==> config.mk <==
export PLATFORM = sky130hd
export DESIGN_NAME = omsp_spm_key_loader
export DESIGN_NICKNAME = d
export VERILOG_FILES = /design/src/rtl/omsp_spm_key_loader_pkg.sv /design/src/rtl/omsp_spm_key_loader.sv
export SDC_FILE = /design/constraint.sdc
export NUM_CORES = 1
export LEC_CHECK = 0
export CAP_MARGIN = 10
export CORE_MARGIN = 3
export CORE_UTILIZATION = 45
export DETAILED_ROUTE_END_ITERATION = 16
export PLACE_DENSITY = 0.95
export SETUP_SLACK_MARGIN = 0.05
export SKIP_LAST_GASP = 1
export SLEW_MARGIN = 10
export SYNTH_ARGS = -nofsm -noshare
export SYNTH_HDL_FRONTEND = slang
export SYNTH_SLANG_ARGS = --single-unit
==> constraint.sdc <==
create_clock -name mclk -period 3.66 [get_ports mclk]
set_input_delay 0.549 -clock mclk [delete_from_list [all_inputs] [get_ports mclk]]
set_output_delay 0.549 -clock mclk [all_outputs]
set_load 0.03 [all_outputs]
==> src/rtl/omsp_spm_key_loader_pkg.sv <==
// -----------------------------------------------------------------------------
// omsp_spm_key_loader_pkg
//
// Shared definitions for the SPM key loader:
//   - SPM_SECURITY : key width in bits used by the SPM array (default SECURITY)
//   - KEY_WORDS    : number of 16-bit words per key
//   - KL_TIMEOUT   : default idle-cycle budget while waiting for key words
//   - TIMER_W      : width of the idle-cycle counter
//   - kl_state_t   : loader FSM state encoding (IDLE=0, REQ=1, LOAD=2, DONE=3)
//   - key_words()  : words per key for a given key width
//   - word_is_legal(): a received word is acceptable only when its kd_last
//                      flag agrees with whether it occupies the final slot
// -----------------------------------------------------------------------------
package omsp_spm_key_loader_pkg;

  localparam int SPM_SECURITY = 64;
  localparam int KL_TIMEOUT   = 255;
  localparam int TIMER_W      = 8;

  function automatic int key_words(input int security);
    return security / 16;
  endfunction

  localparam int KEY_WORDS = key_words(SPM_SECURITY);

  typedef enum logic [1:0] {
    ST_IDLE = 2'd0,
    ST_REQ  = 2'd1,
    ST_LOAD = 2'd2,
    ST_DONE = 2'd3
  } kl_state_t;

  // A word marked last must land in the final slot, and the final slot
  // must carry the last marker; any disagreement is a malformed key stream.
  function automatic logic word_is_legal(input logic is_last, input logic last_slot);
    return is_last == last_slot;
  endfunction

endpackage

==> src/rtl/omsp_spm_key_loader.sv <==
// -----------------------------------------------------------------------------
// omsp_spm_key_loader
//
// After a protect operation, requests a freshly derived key for the new SM
// from the key-derivation unit and streams its 16-bit words into the SPM
// array key write port, one word per cycle. Reports done or error.
//
// Ports:
//   mclk, puc_rst_n      clock and synchronous active-low reset
//   start, target_id     begin a load for SM target_id (ignored while busy)
//   abort                array violation; cancels any load in progress
//   kd_req, kd_id        one-cycle request pulse and ID to derive for
//   kd_valid, kd_data,
//   kd_last, kd_ready    key word stream (valid/ready), word 0 first
//   spm_key_select       SM ID addressed by the key write
//   write_key, key_in,
//   key_idx              key word write strobe, data and word index
//   busy                 high whenever the loader is not IDLE
//   done, error          one-cycle completion / failure pulses
// -----------------------------------------------------------------------------
module omsp_spm_key_loader
  import omsp_spm_key_loader_pkg::*;
#(
  parameter int SECURITY     = SPM_SECURITY,
  parameter int KEY_IDX_SIZE = 2,
  parameter int TIMEOUT      = KL_TIMEOUT
) (
  input  logic                    mclk,
  input  logic                    puc_rst_n,
  input  logic                    start,
  input  logic [15:0]             target_id,
  input  logic                    abort,
  output logic                    kd_req,
  output logic [15:0]             kd_id,
  input  logic                    kd_valid,
  input  logic [15:0]             kd_data,
  input  logic                    kd_last,
  output logic                    kd_ready,
  output logic [15:0]             spm_key_select,
  output logic                    write_key,
  output logic [15:0]             key_in,
  output logic [KEY_IDX_SIZE-1:0] key_idx,
  output logic                    busy,
  output logic                    done,
  output logic                    error
);

  localparam int                      NUM_WORDS   = key_words(SECURITY);
  localparam logic [KEY_IDX_SIZE-1:0] LAST_IDX    = KEY_IDX_SIZE'(NUM_WORDS - 1);
  localparam logic [TIMER_W-1:0]      TIMEOUT_VAL = TIMER_W'(TIMEOUT);

  // ---------------------------------------------------------------------------
  // State and datapath registers
  // ---------------------------------------------------------------------------
  kl_state_t               state_reg, state_next;
  logic [KEY_IDX_SIZE-1:0] word_cnt_reg, word_cnt_next;
  logic [TIMER_W-1:0]      idle_cnt_reg, idle_cnt_next;
  logic [15:0]             id_reg, id_next;
  logic                    write_reg, write_next;
  logic [15:0]             key_in_reg, key_in_next;
  logic [KEY_IDX_SIZE-1:0] key_idx_reg, key_idx_next;
  logic                    error_reg, error_next;

  // ---------------------------------------------------------------------------
  // Decode
  // ---------------------------------------------------------------------------
  logic start_ok;
  logic in_load;
  logic active;
  logic accept;
  logic last_slot;
  logic word_ok;
  logic word_bad;
  logic timeout_hit;

  assign start_ok  = (state_reg == ST_IDLE) && start && !abort;
  assign in_load   = (state_reg == ST_LOAD);
  assign active    = (state_reg != ST_IDLE);
  assign accept    = kd_ready && kd_valid;
  assign last_slot = (word_cnt_reg == LAST_IDX);
  assign word_ok   = accept && word_is_legal(kd_last, last_slot);
  assign word_bad  = accept && !word_is_legal(kd_last, last_slot);

  // The counter reads TIMEOUT after that many idle cycles; one more idle
  // cycle on top of that gives up. A word arriving in that cycle still wins.
  assign timeout_hit = in_load && !abort && !accept && (idle_cnt_reg == TIMEOUT_VAL);

  // ---------------------------------------------------------------------------
  // FSM: state register
  // ---------------------------------------------------------------------------
  always_ff @(posedge mclk) begin
    if (!puc_rst_n) begin
      state_reg <= ST_IDLE;
    end else begin
      state_reg <= state_next;
    end
  end

  // ---------------------------------------------------------------------------
  // FSM: next-state logic
  // ---------------------------------------------------------------------------
  always_comb begin
    state_next = state_reg;
    case (state_reg)
      ST_IDLE: begin
        if (start_ok) begin
          state_next = ST_REQ;
        end
      end
      ST_REQ: begin
        state_next = abort ? ST_IDLE : ST_LOAD;
      end
      ST_LOAD: begin
        if (abort || timeout_hit || word_bad) begin
          state_next = ST_IDLE;
        end else if (word_ok && kd_last) begin
          state_next = ST_DONE;
        end
      end
      ST_DONE: begin
        state_next = ST_IDLE;
      end
      default: begin
        state_next = ST_IDLE;
      end
    endcase
  end

  // ---------------------------------------------------------------------------
  // FSM: outputs
  // abort acts combinationally: it drops kd_ready so no word is taken, hides
  // a write strobe registered the cycle before, and suppresses done.
  // ---------------------------------------------------------------------------
  always_comb begin
    kd_req         = (state_reg == ST_REQ) && !abort;
    kd_ready       = in_load && !abort;
    busy           = active;
    done           = (state_reg == ST_DONE) && !abort;
    write_key      = write_reg && !abort;
    key_in         = key_in_reg;
    key_idx        = key_idx_reg;
    kd_id          = id_reg;
    spm_key_select = id_reg;
    error          = error_reg;
  end

  // ---------------------------------------------------------------------------
  // Datapath next-value logic
  // ---------------------------------------------------------------------------
  always_comb begin
    id_next       = id_reg;
    word_cnt_next = word_cnt_reg;
    idle_cnt_next = idle_cnt_reg;
    write_next    = word_ok;
    key_in_next   = key_in_reg;
    key_idx_next  = key_idx_reg;
    error_next    = (active && abort) || timeout_hit || word_bad;

    // A new load starts from a clean slate; the ID then stays put until
    // the next accepted start.
    if (start_ok) begin
      id_next       = target_id;
      word_cnt_next = '0;
      idle_cnt_next = '0;
    end

    // Only well-formed words reach the array. The count never advances
    // past the final slot, so key_idx cannot wrap within a load.
    if (word_ok) begin
      key_in_next  = kd_data;
      key_idx_next = word_cnt_reg;
      if (!kd_last) begin
        word_cnt_next = word_cnt_reg + 1'b1;
      end
    end

    if (in_load) begin
      if (accept) begin
        idle_cnt_next = '0;
      end else if (!timeout_hit) begin
        idle_cnt_next = idle_cnt_reg + 1'b1;
      end
    end
  end

  // ---------------------------------------------------------------------------
  // Datapath registers
  // ---------------------------------------------------------------------------
  always_ff @(posedge mclk) begin
    if (!puc_rst_n) begin
      word_cnt_reg <= '0;
      idle_cnt_reg <= '0;
      id_reg       <= '0;
      write_reg    <= 1'b0;
      key_in_reg   <= '0;
      key_idx_reg  <= '0;
      error_reg    <= 1'b0;
    end else begin
      word_cnt_reg <= word_cnt_next;
      idle_cnt_reg <= idle_cnt_next;
      id_reg       <= id_next;
      write_reg    <= write_next;
      key_in_reg   <= key_in_next;
      key_idx_reg  <= key_idx_next;
      error_reg    <= error_next;
    end
  end

endmodule

# After elaboration in Yosys (flattened, before gate mapping)
# Index checks and enable logic that the tools add are counted.
# op_classes
add_sub_neg	2
eq_ne	8
n_mux	12
n_reduce_logical	23
# op_table
op	n
2-to-1 mux 8 bit	4
2-to-1 mux 2 bit	7
logical AND 1 bit	13
adder 8 x 1 -> 8 bit, second input constant	1
equality test 8 bit, second input constant	1
one-hot mux 2 bit (4 select lines)	1
equality test 2 bit, second input constant	3
logical OR 1 bit	4
logical NOT 1 bit	3
!= test 3 x 1 -> 1 bit, second input constant	1
adder 2 x 1 -> 2 bit, second input constant	1
equality test 2 x 1 -> 1 bit, second input constant	1
logical NOT 2 bit	1
!= test 2 bit, second input constant	1
AND reduction 2 bit	1
nonzero test 2 bit	1
equality test 1 bit	1
# word_totals
register_bits	48
input_bits	38
out_inout_bits	56
wordCells	53

# Logic depth before layout (Yosys ltp)
# depth
depth_word	10
mapped_depth	7
depth_no_buf	5

# Least setup slack after synthesis
# No wires, ideal clock.
# synth_timing
path_type	in2out
from	input abort
to	output kd_req
t_arrival_ns	1.493
required_time_ns	3.111
path_slack_ns	1.618
cell_stages	2
n_path_buf	1
cell_sequence	buf_2 nor3b_1
# synth_via
elab_chain_cells	2
# synth_rtl
element	line	source
start, declared	omsp_spm_key_loader.sv:32	input logic abort,
logical NOT 1 bit	omsp_spm_key_loader.sv:135	kd_req = (state_reg == ST_REQ) && !abort;
logical AND 1 bit	omsp_spm_key_loader.sv:135	
end, declared	omsp_spm_key_loader.sv:33	output logic kd_req,
# No other way between the ends.

# Final worst setup path
# layout_timing
from	input abort
to	output kd_ready
# layout_via
elab_chain_cells	2
# layout_rtl
element	line	source
logical NOT 1 bit	omsp_spm_key_loader.sv:136	kd_ready = in_load && !abort;
logical AND 1 bit	omsp_spm_key_loader.sv:136	
end, declared	omsp_spm_key_loader.sv:38	output logic kd_ready,
# No other way between the ends.

==> flow_summary.yaml <==
global_routing:
  antenna_found_initial: 0
  grt.overflow.total: 0
  grt_pass1_wl_um: 8110
  grt_use_total: 0.186
  grt_start_max_net_pins: 32
  first_global_vias: 1807
setup_path:
  cp_top_family: "buffers and inverters"
  critical_path.startpoint_type: "primary input"
  cp.buffers_inverters: 2
  crit_chain: "clkdlybuf4s50_1 -> nor3b_4 -> clkdlybuf4s50_1"
  crit_top_cell: "clkdlybuf4s50_1"
  required_ns: 3.11
  crit_arrival_ns: 2.29
  timing.critical_path.fanout_max: 11
  critical_path_class: "primary input to output port"
  critical-path-max-stage-delay_ns: 0.73
  critical_path.slowest_cell: "clkdlybuf4s50_1"
  critical_path.endpoint_type: "output port"
cts:
  h-tree-depth: 2
  cts_buffers: 5
  post_cts_buffers: 0
  clock_path_buffers: 2
  clock_sinks: 48
  tritoncts_clock_tree: "done"
  clk_root_buffer_cell: "clkbuf_8"
  cts_repair_resizes: 0
  path_clk_slew_ns: 0.08
  cts_hold_buf: 0
  clock_latency_ns: 0.29
timing:
  final-setup-viol-count: 0
  slew_at_the_pin_closest_to_its_max_slew_limit_ns: 0.633
  max_slew_headroom_at_the_worst_pin: 0.578
  report.final.hold_viol_count: 0
  grt_setup_unrepaired: "false"
  final_min_period_over_clock_period: 0.776
  post_route_minimum_period_ns: 2.84
  timing.clock.skew_ns: 0.00285
  final.setup.worst_slack_ns: 0.820
  max_freq_mhz: 352
  final_max_slew_viol_count: 0
  final_total_negative_setup_slack_ns: 0
die:
  die-area_sq_mm: 0.00559
  initial_util: 0.479
  floorplan.core_area_sq_mm: 0.00444
  die_outline_height_um: 74.8
  floorplan.die.width_um: 74.8
  floorplan.io_pins: 94
  placement_rows: 24
finish:
  most_frequent_cells_in_the_layout: "clkdlybuf4s50_1 (93), dfxtp_1 (48), nand2_1 (36)"
  antenna_diode_count: 0
  final_net_count: 348
  mostFrequentLayoutCell: "clkdlybuf4s50_1"
  final_layout_size_suffix_gt1_frac: 0.0455
  final_cell_count_no_fill: 360
  syn2layout_area_growth_pct: 40.5
synth:
  synthesis.area_sq_mm: 0.00213
  syn-instance-count: 235
  postSynth.topFlopCell: "dfxtp_1"
  yosysWarningCount: 0
  yosysSeqAreaShare: 0.452
  async_flop_share: 0
  ys_ff_latch: 48
  count_of_flip_flops_with_a_built_in_enable_after_synthesis: 0
  net_count_synth: 275
  syn_avg_cell_area_sq_um: 9.05
  synth.lib_cells_used.distinct: 42
routing:
  antenna_violating_nets_left: 0
  drcViolationCount: 0
  avgViaCountPerCell: 5.16
  vias: 1856
  drt-initial-drc-count: 91
  dr.pass1.iters: 4
  average_detailed_routed_wire_length_per_instance_um: 14.1
  routed_wirelength_um: 5070
job:
  max_capacitance_violation_total: 0
power:
  cell_pwr_density_mw_per_mm2: 342
  vdd_drop_max_mv: 0.301
  p_leak_nw: 1.21
outcome:
  run_status: "completed"
worst_hold_path:
  holdCritPathClass: "register to register"
placed_design:
  globalplace.congestion: 0.911
  detailedPlace.worstSlack_ns: 0.805
  numPlacedInstances: 353
  numPortBuffers: 93
  detailed_place_hpwl_um: 3780
cell families (layout without fill, tap and decap cells):
group	count (synthesis)	after routing	share of synthesized area
simple gates	93	93	0.214
flops	48	48	0.452
compound gates	38	38	0.107
buf+inv	31	104	0.108
mux	20	20	0.0947
xor+xnor	3	3	0.0124
fa+ha+maj	2	2	0.0118
worst min-delay path, delay by kind of cell, from the launching register on:
kind | cells | cell delay [ns]
AND/OR/NAND/NOR | 1 | 0.05
AO/OA/AOI/OAI | 1 | 0.05
flip-flops | 1 | 0.33
layout make-up:
class / count / area (sq um)
Fill cell: 365 / 1460
Multi-Input combinational cell: 156 / 936
Tap cell: 52 / 65.1
Sequential cell: 48 / 961
Clock buffer: 6 / 72.6
Inverter: 3 / 11.3
Timing Repair Buffer: 94 / 938
Clock inverter: 1 / 5.00
power by group:
part / switching (mW) / total, mW / internal, mW
logic: 0.0936 / 0.179 / 0.0857
clock network: 0.165 / 0.295 / 0.130
registers: 0.0128 / 0.547 / 0.534
total: 0.271 / 1.02 / 0.750
worst paths after layout:
check | from | end | slack [ns] | cells past startpoint
max | abort | kd_ready | 0.82 | 3
min reg2reg | kd_id[12] | kd_id[12] | 0.47 | 2
max reg2reg | state_reg[1] | key_in[7] | 1.78 | 4
min | kd_id[12] | kd_id[12] | 0.47 | 2
through the flow:
step | instance area (sq um) | hold WS, ns | power (mW) | utilization
final | 2990 | 0.473 | 1.02 | 0.673
after global routing | 2990 | 0.505 | 1.06 | 0.673
after CTS | 2990 | 0.477 | 1.03 | 0.673
after detailed placement | 2910 | 0.466 | 0.740 | 0.655
after global placement | 2910 | 0.454 | 0.735 | 0.655
after floorplan | 2130 | 0.460 | 0.663 | -
synth_stat cells (3+ instances only):
master    instances  area (sq um)
dfxtp_1          48           961
nor2_1           26          97.6
a21oi_1          22           110
buf_6             3          33.8
mux2i_1          19           190
or3_1             3          18.8
nand2_1          36           135
o21ai_0           5          25.0
inv_1             3          11.3
nand3_1           7          35.0
buf_4            16           120
clkbuf_1          4          15.0
nand2b_1          3          18.8
a31oi_1           3          18.8
buf_2             3          15.0
routing by layer:
layer | global-route usage | wire (um) | up-vias
li1 | - | - | 927
met1 | 0.210 | 1980 | 861
met2 | 0.330 | 2710 | 62
met3 | 0.0708 | 347 | 6
met4 | 0.0494 | 37 | 0
met5 | 0 | 0 | -
(Power assumes the default switching activity.)
